**src/rtl/spi_xfer_seq.sv**
```systemverilog
// Multi-byte SPI transaction sequencer in front of a byte-level master; enforces CS setup/hold/idle in clk cycles.
// Per byte: 1 LOAD + master latency + 1 GAP; a stalled tx stream parks in LOAD with CS held low.
module spi_xfer_seq #(
  parameter int LEN_W    = 8,
  parameter int CS_SETUP = 4,
  parameter int CS_HOLD  = 4,
  parameter int CS_IDLE  = 2
) (
  input  logic             sys_clk,
  input  logic             sys_rst,
  input  logic             start,
  input  logic [LEN_W-1:0] len,
  input  logic             abort,
  output logic             busy,
  output logic             done,
  output logic             aborted,
  input  logic [7:0]       tx_data,
  input  logic             tx_valid,
  output logic             tx_ready,
  output logic [7:0]       rx_data,
  output logic             rx_valid,
  output logic             cs_ctrl,
  output logic             wr_req,
  output logic [7:0]       data_tx,
  input  logic             wr_ack,
  input  logic [7:0]       data_rx
);

  localparam int MAX_SH  = (CS_SETUP > CS_HOLD) ? CS_SETUP : CS_HOLD;
  localparam int MAX_DLY = (MAX_SH > CS_IDLE) ? MAX_SH : CS_IDLE;
  localparam int DW      = $clog2(MAX_DLY + 1);
  // The LOAD cycle ahead of the first wr_req is part of the setup window, so SETUP itself runs one short.
  localparam int SETUP_LAST = (CS_SETUP > 1) ? CS_SETUP - 2 : 0;
  localparam logic [DW-1:0] SETUP_END = DW'(SETUP_LAST);
  localparam logic [DW-1:0] HOLD_END  = DW'(CS_HOLD - 1);
  localparam logic [DW-1:0] IDLE_END  = DW'(CS_IDLE - 1);

  typedef enum logic [2:0] {
    S_IDLE, S_SETUP, S_LOAD, S_REQ, S_GAP, S_HOLD, S_DESEL
  } state_t;

  state_t           state, state_nxt;
  logic [DW-1:0]    dly;
  logic [LEN_W-1:0] len_q;
  logic [LEN_W-1:0] cnt;
  logic             timed;

  assign timed = (state == S_SETUP) || (state == S_HOLD) || (state == S_DESEL);

  always_ff @(posedge sys_clk) begin
    if (sys_rst) state <= S_IDLE;
    else         state <= state_nxt;
  end

  always_comb begin
    state_nxt = state;
    case (state)
      S_IDLE:  if (start && (len != '0)) state_nxt = (CS_SETUP > 1) ? S_SETUP : S_LOAD;
      S_SETUP: if (abort) state_nxt = S_HOLD;
               else if (dly == SETUP_END) state_nxt = S_LOAD;
      S_LOAD:  if (abort) state_nxt = S_HOLD;
               else if (tx_valid) state_nxt = S_REQ;
      S_REQ:   if (wr_ack) state_nxt = S_GAP;
      S_GAP:   state_nxt = (abort || aborted || (cnt == len_q)) ? S_HOLD : S_LOAD;
      S_HOLD:  if (dly == HOLD_END) state_nxt = S_DESEL;
      S_DESEL: if (dly == IDLE_END) state_nxt = S_IDLE;
      default: state_nxt = S_IDLE;
    endcase
  end

  always_comb begin
    busy     = (state != S_IDLE);
    tx_ready = (state == S_LOAD) && !abort;
  end

  always_ff @(posedge sys_clk) begin
    if (sys_rst) begin
      dly      <= '0;
      len_q    <= '0;
      cnt      <= '0;
      cs_ctrl  <= 1'b1;
      wr_req   <= 1'b0;
      data_tx  <= 8'h00;
      rx_data  <= 8'h00;
      rx_valid <= 1'b0;
      done     <= 1'b0;
      aborted  <= 1'b0;
    end else begin
      done     <= 1'b0;
      rx_valid <= 1'b0;
      if (state_nxt != state) dly <= '0;
      else if (timed)         dly <= dly + DW'(1);
      case (state)
        S_IDLE: if (start) begin
          aborted <= 1'b0;
          if (len == '0) begin
            done <= 1'b1;
          end else begin
            len_q   <= len;
            cnt     <= '0;
            cs_ctrl <= 1'b0;
          end
        end
        S_LOAD: if (tx_valid && tx_ready) begin
          data_tx <= tx_data;
          wr_req  <= 1'b1;
        end
        // wr_req drops on the ack edge so the master cannot see it again on its return to idle.
        S_REQ: if (wr_ack) begin
          wr_req   <= 1'b0;
          rx_data  <= data_rx;
          rx_valid <= 1'b1;
          cnt      <= cnt + LEN_W'(1);
        end
        S_HOLD:  if (state_nxt == S_DESEL) cs_ctrl <= 1'b1;
        S_DESEL: if (state_nxt == S_IDLE)  done <= 1'b1;
        default: ;
      endcase
      if (abort && ((state == S_SETUP) || (state == S_LOAD) || (state == S_REQ) || (state == S_GAP)))
        aborted <= 1'b1;
    end
  end

endmodule

```
**config.mk**
```make
export PLATFORM = sky130hd
export DESIGN_NAME = spi_xfer_seq
export DESIGN_NICKNAME = d
export VERILOG_FILES = /design/src/rtl/spi_xfer_seq.sv
export SDC_FILE = /design/constraint.sdc
export NUM_CORES = 1
export LEC_CHECK = 0
export CAP_MARGIN = 20
export CORE_MARGIN = 2
export CORE_UTILIZATION = 44
export CTS_CLUSTER_SIZE = 20
export DETAILED_ROUTE_END_ITERATION = 6
export GPL_TIMING_DRIVEN = 0
export PLACE_DENSITY = 0.78
export SLEW_MARGIN = 20
export SYNTH_ARGS = -nofsm -noshare
export SYNTH_HDL_FRONTEND = slang
export SYNTH_SLANG_ARGS = --single-unit
```
**constraint.sdc**
```tcl
create_clock -name sys_clk -period 1.5 [get_ports sys_clk]
set_input_delay 0.3 -clock sys_clk [delete_from_list [all_inputs] [get_ports sys_clk]]
set_output_delay 0.3 -clock sys_clk [all_outputs]
set_load 0.01 [all_outputs]
```
==> impl_metrics.env <==
export IMPL_period_share=1.04
export IMPL_critPathMaxStageDelay_ps=350
export IMPL_crit_required_ps=1200
export IMPL_core_um2=4660
export IMPL_vias=2109
export IMPL_nNetsFinal=366
export IMPL_rr_startpoint="dly[1]$_SDFFE_PP0P_"
export IMPL_yosysSeqAreaShare=0.409
export IMPL_cp_top_family="buffers and inverters"
export IMPL_fmax_mhz=642
export IMPL_violations="negative setup slack"
export IMPL_initial_core_util=0.452
export IMPL_netlist_area_um2=2110
export IMPL_critPathArrivalTime_ps=1260
export IMPL_cap_violations=0
export IMPL_grtUsageTotal=0.207
export IMPL_die_w_um=73.2
export IMPL_r2r_end="dly[2]$_SDFFE_PP0P_"
export IMPL_synth_common_cells="nand2_1, dfxtp_1, a21oi_1"
export IMPL_regToRegSetupSlack_ps=-50
export IMPL_post_drt_wl_per_cell_um=14.7
export IMPL_postLayoutCoreUtil=0.682
export IMPL_placed_area_um2=2670
export IMPL_die_area_um2=5360
export IMPL_cp_buffers_inverters=3
export IMPL_finalSetupViolCount=3
export IMPL_p_leak_nw=1.46
export IMPL_ys_seq_elements=43
export IMPL_syn_nets=289
export IMPL_htreeDepth=2
export IMPL_rows=25
export IMPL_synth_most_common_cell="nand2_1"
export IMPL_drv_slew=0
export IMPL_drtIter0Drc=129
export IMPL_cts_tree="done"
export IMPL_crit_fanout=8
export IMPL_final_hold_viol_count=0
export IMPL_yosys_area_top_type="dfxtp_1"
export IMPL_place_gp_congestion=0.894
export IMPL_layout_area_overhead_vs_synth_pct=50.9
export IMPL_fin_cells=386
export IMPL_synthFlopType="dfxtp_1"
export IMPL_syn_avg_cell_area_um2=8.29
export IMPL_ys_top_cells_by_area="dfxtp_1, a21oi_1, nand2_1, xor2_1, nand3_1"
export IMPL_rsz0062_at_grt="yes"
export IMPL_grt_overflow=0
export IMPL_tightest_slew_ps=523
export IMPL_status="finished, violations left"
export IMPL_io_buffer_count=50
export IMPL_drive_gt1_frac=0.256
export IMPL_worstRegToRegCells=7
export IMPL_die_h_um=73.2
export IMPL_path_common_cell="buf_6"
export IMPL_place_ws_ps=-554
export IMPL_drtPass1Iterations=4
export IMPL_path_class="reg2out"
export IMPL_clk_pin_slew_ps=90
export IMPL_endpoint_kind="output pin"
export IMPL_synth_cell_type_count=46
export IMPL_placedCellCount=358
export IMPL_clock_skew_ps=9.24
export IMPL_slew_headroom=0.651
export IMPL_syn_inst=254
export IMPL_crit_chain="buf_8 -> nor4b_4 -> buf_6 -> buf_6"
export IMPL_peakVddDrop_mv=0.613
export IMPL_setup_ws_ps=-58.2
export IMPL_ant_nets=0
export IMPL_place_hpwl_um=3680
export IMPL_min_delay_start="len[6]"
export IMPL_hold_end="len_q[6]$_SDFFE_PP0P_"
export IMPL_cts_root_buf="clkbuf_8"
export IMPL_design_area_um2=3180
export IMPL_period_minus_slack_ps=1560
export IMPL_ctsHoldBuffers=0
export IMPL_powerDensity_nw_per_um2=1070
export IMPL_cpMaxStageDelayCell="dfxtp_4"
export IMPL_vias_per_cell=5.46
export IMPL_grt_pass1_vias=1925
export IMPL_clockBufferDepth=2
export IMPL_grt_max_degree=16
export IMPL_grt_first_pass_wirelength_um=8690
export IMPL_antennaDiodeCount=0
export IMPL_ioPinCount=53
export IMPL_cp_start_kind="flip-flop"
export IMPL_clock_sinks=43
export IMPL_numCtsBuffers=5
export IMPL_tns_ps=-124
export IMPL_yosys_warnings=0
export IMPL_antenna_found_initial=0
export IMPL_drt_wl_total_um=5680
export IMPL_hold_class="in2reg"
export IMPL_synth_top_cell_area_share=0.409
export IMPL_clock_latency_ps=300
export IMPL_async_flop_share=0
export IMPL_drc=0
export IMPL_whs_path_depth=3
export IMPL_synth_edff_count=0
==> metrics by stage <==
| step | power [mW] | hold WS, ps |
|---|---|---|
| 3_5_place_dp | 2.09 | 446 |
| 6_report | 3.39 | 222 |
| 5_1_grt | 3.53 | 230 |
| 2_1_floorplan | 1.83 | 436 |
| 3_3_place_gp | 2.07 | 441 |
| 4_1_cts | 3.26 | 313 |
==> cells in the final DEF, fill, tap and decap left out, types with 4 or more instances in the layout <==
cell type        count
a21oi_1             32
buf_2                6
buf_4               19
buf_6                7
clkbuf_2             4
clkbuf_8             5
clkdlybuf4s50_1     22
dfxtp_1             37
dlygate4sd2_1        5
dlymetal6s2s_1      16
inv_1                4
nand2_1             44
nand2b_1             7
nand3_1             14
nor2_1              14
o22ai_1              4
xor2_1              14
==> registers in the layout (all words and copies together), names as in the netlist <==
name / flops
cnt: 8
data_tx: 8
len_q: 8
rx_data: 8
dly: 3
state: 3
aborted: 1
cs_ctrl: 1
done: 1
rx_valid: 1
wr_req: 1
==> logic make-up (layout without fill, tap and decap cells) <==
logic type | after synthesis | after routing | share of synthesized area
AOI/OAI and AO/OA | 58 | 58 | 0.179
xor gates and xnor gates | 15 | 15 | 0.0624
adders and majority gates | 5 | 5 | 0.0297
buffers and inverters | 25 | 103 | 0.0559
DFF | 43 | 43 | 0.409
and+or+nand+nor | 108 | 108 | 0.264
==> worst reg2reg max path, delay by kind of cell (launching register included) <==
family | cells | cell delay [ps]
AO/OA/AOI/OAI | 3 | 550
flip-flops | 1 | 370
buffers and inverters | 2 | 220
adder cells (fa/ha/maj) | 1 | 170
AND/OR/NAND/NOR | 1 | 150
==> layer usage <==
metal,routed length (um),part of all wire,track usage,vias to the layer above
met2,2990,0.53,0.360,50
li1,-,-,-,1046
met1,2410,0.42,0.253,1006
met3,205,0.036,0.0373,7
met4,65,0.011,0.0802,0
met5,0,0,0,-
==> where the power goes <==
group	internal (mW)	total [mW]	switching, mW
clock	0.502	0.928	0.427
sequential	1.22	1.30	0.0811
combinational	0.586	1.16	0.569
==> what timing repair did <==
| action | 4_1_cts | 5_1_grt |
|---|---|---|
| gates resized for setup | 63 | 41 |
| gates cloned | 1 | 1 |
| setup endpoints to repair | 43 | 39 |
| pin swaps | 12 | 8 |
| buffers inserted | 13 | 7 |
==> area by class of cell <==
cell class	count	area [um^2]
Buffer	17	138
Clock buffer	5	68.8
Clock inverter	3	46.3
Fill cell	381	1480
Inverter	6	22.5
Multi-Input combinational cell	186	1270
Sequential cell	43	876
Tap cell	54	67.6
Timing Repair Buffer	72	686
==> how the worst max path moves through the flow <==
stage	slack, ps	startpoint	to	depth (start not counted)
final	-60	state[0]$_SDFF_PP0_	tx_ready	4
after global routing	-110	state[0]$_SDFF_PP0_	tx_ready	4
after CTS	-60	state[0]$_SDFF_PP0_	tx_ready	4
after detailed placement	-550	state[1]$_SDFF_PP0_	tx_ready	4
after global placement	-520	len[3]	state[0]$_SDFF_PP0_	5
after floorplan	7	dly[0]$_SDFFE_PP0P_	state[1]$_SDFF_PP0_	6
Note: power is estimated with default switching activity, not from simulation.
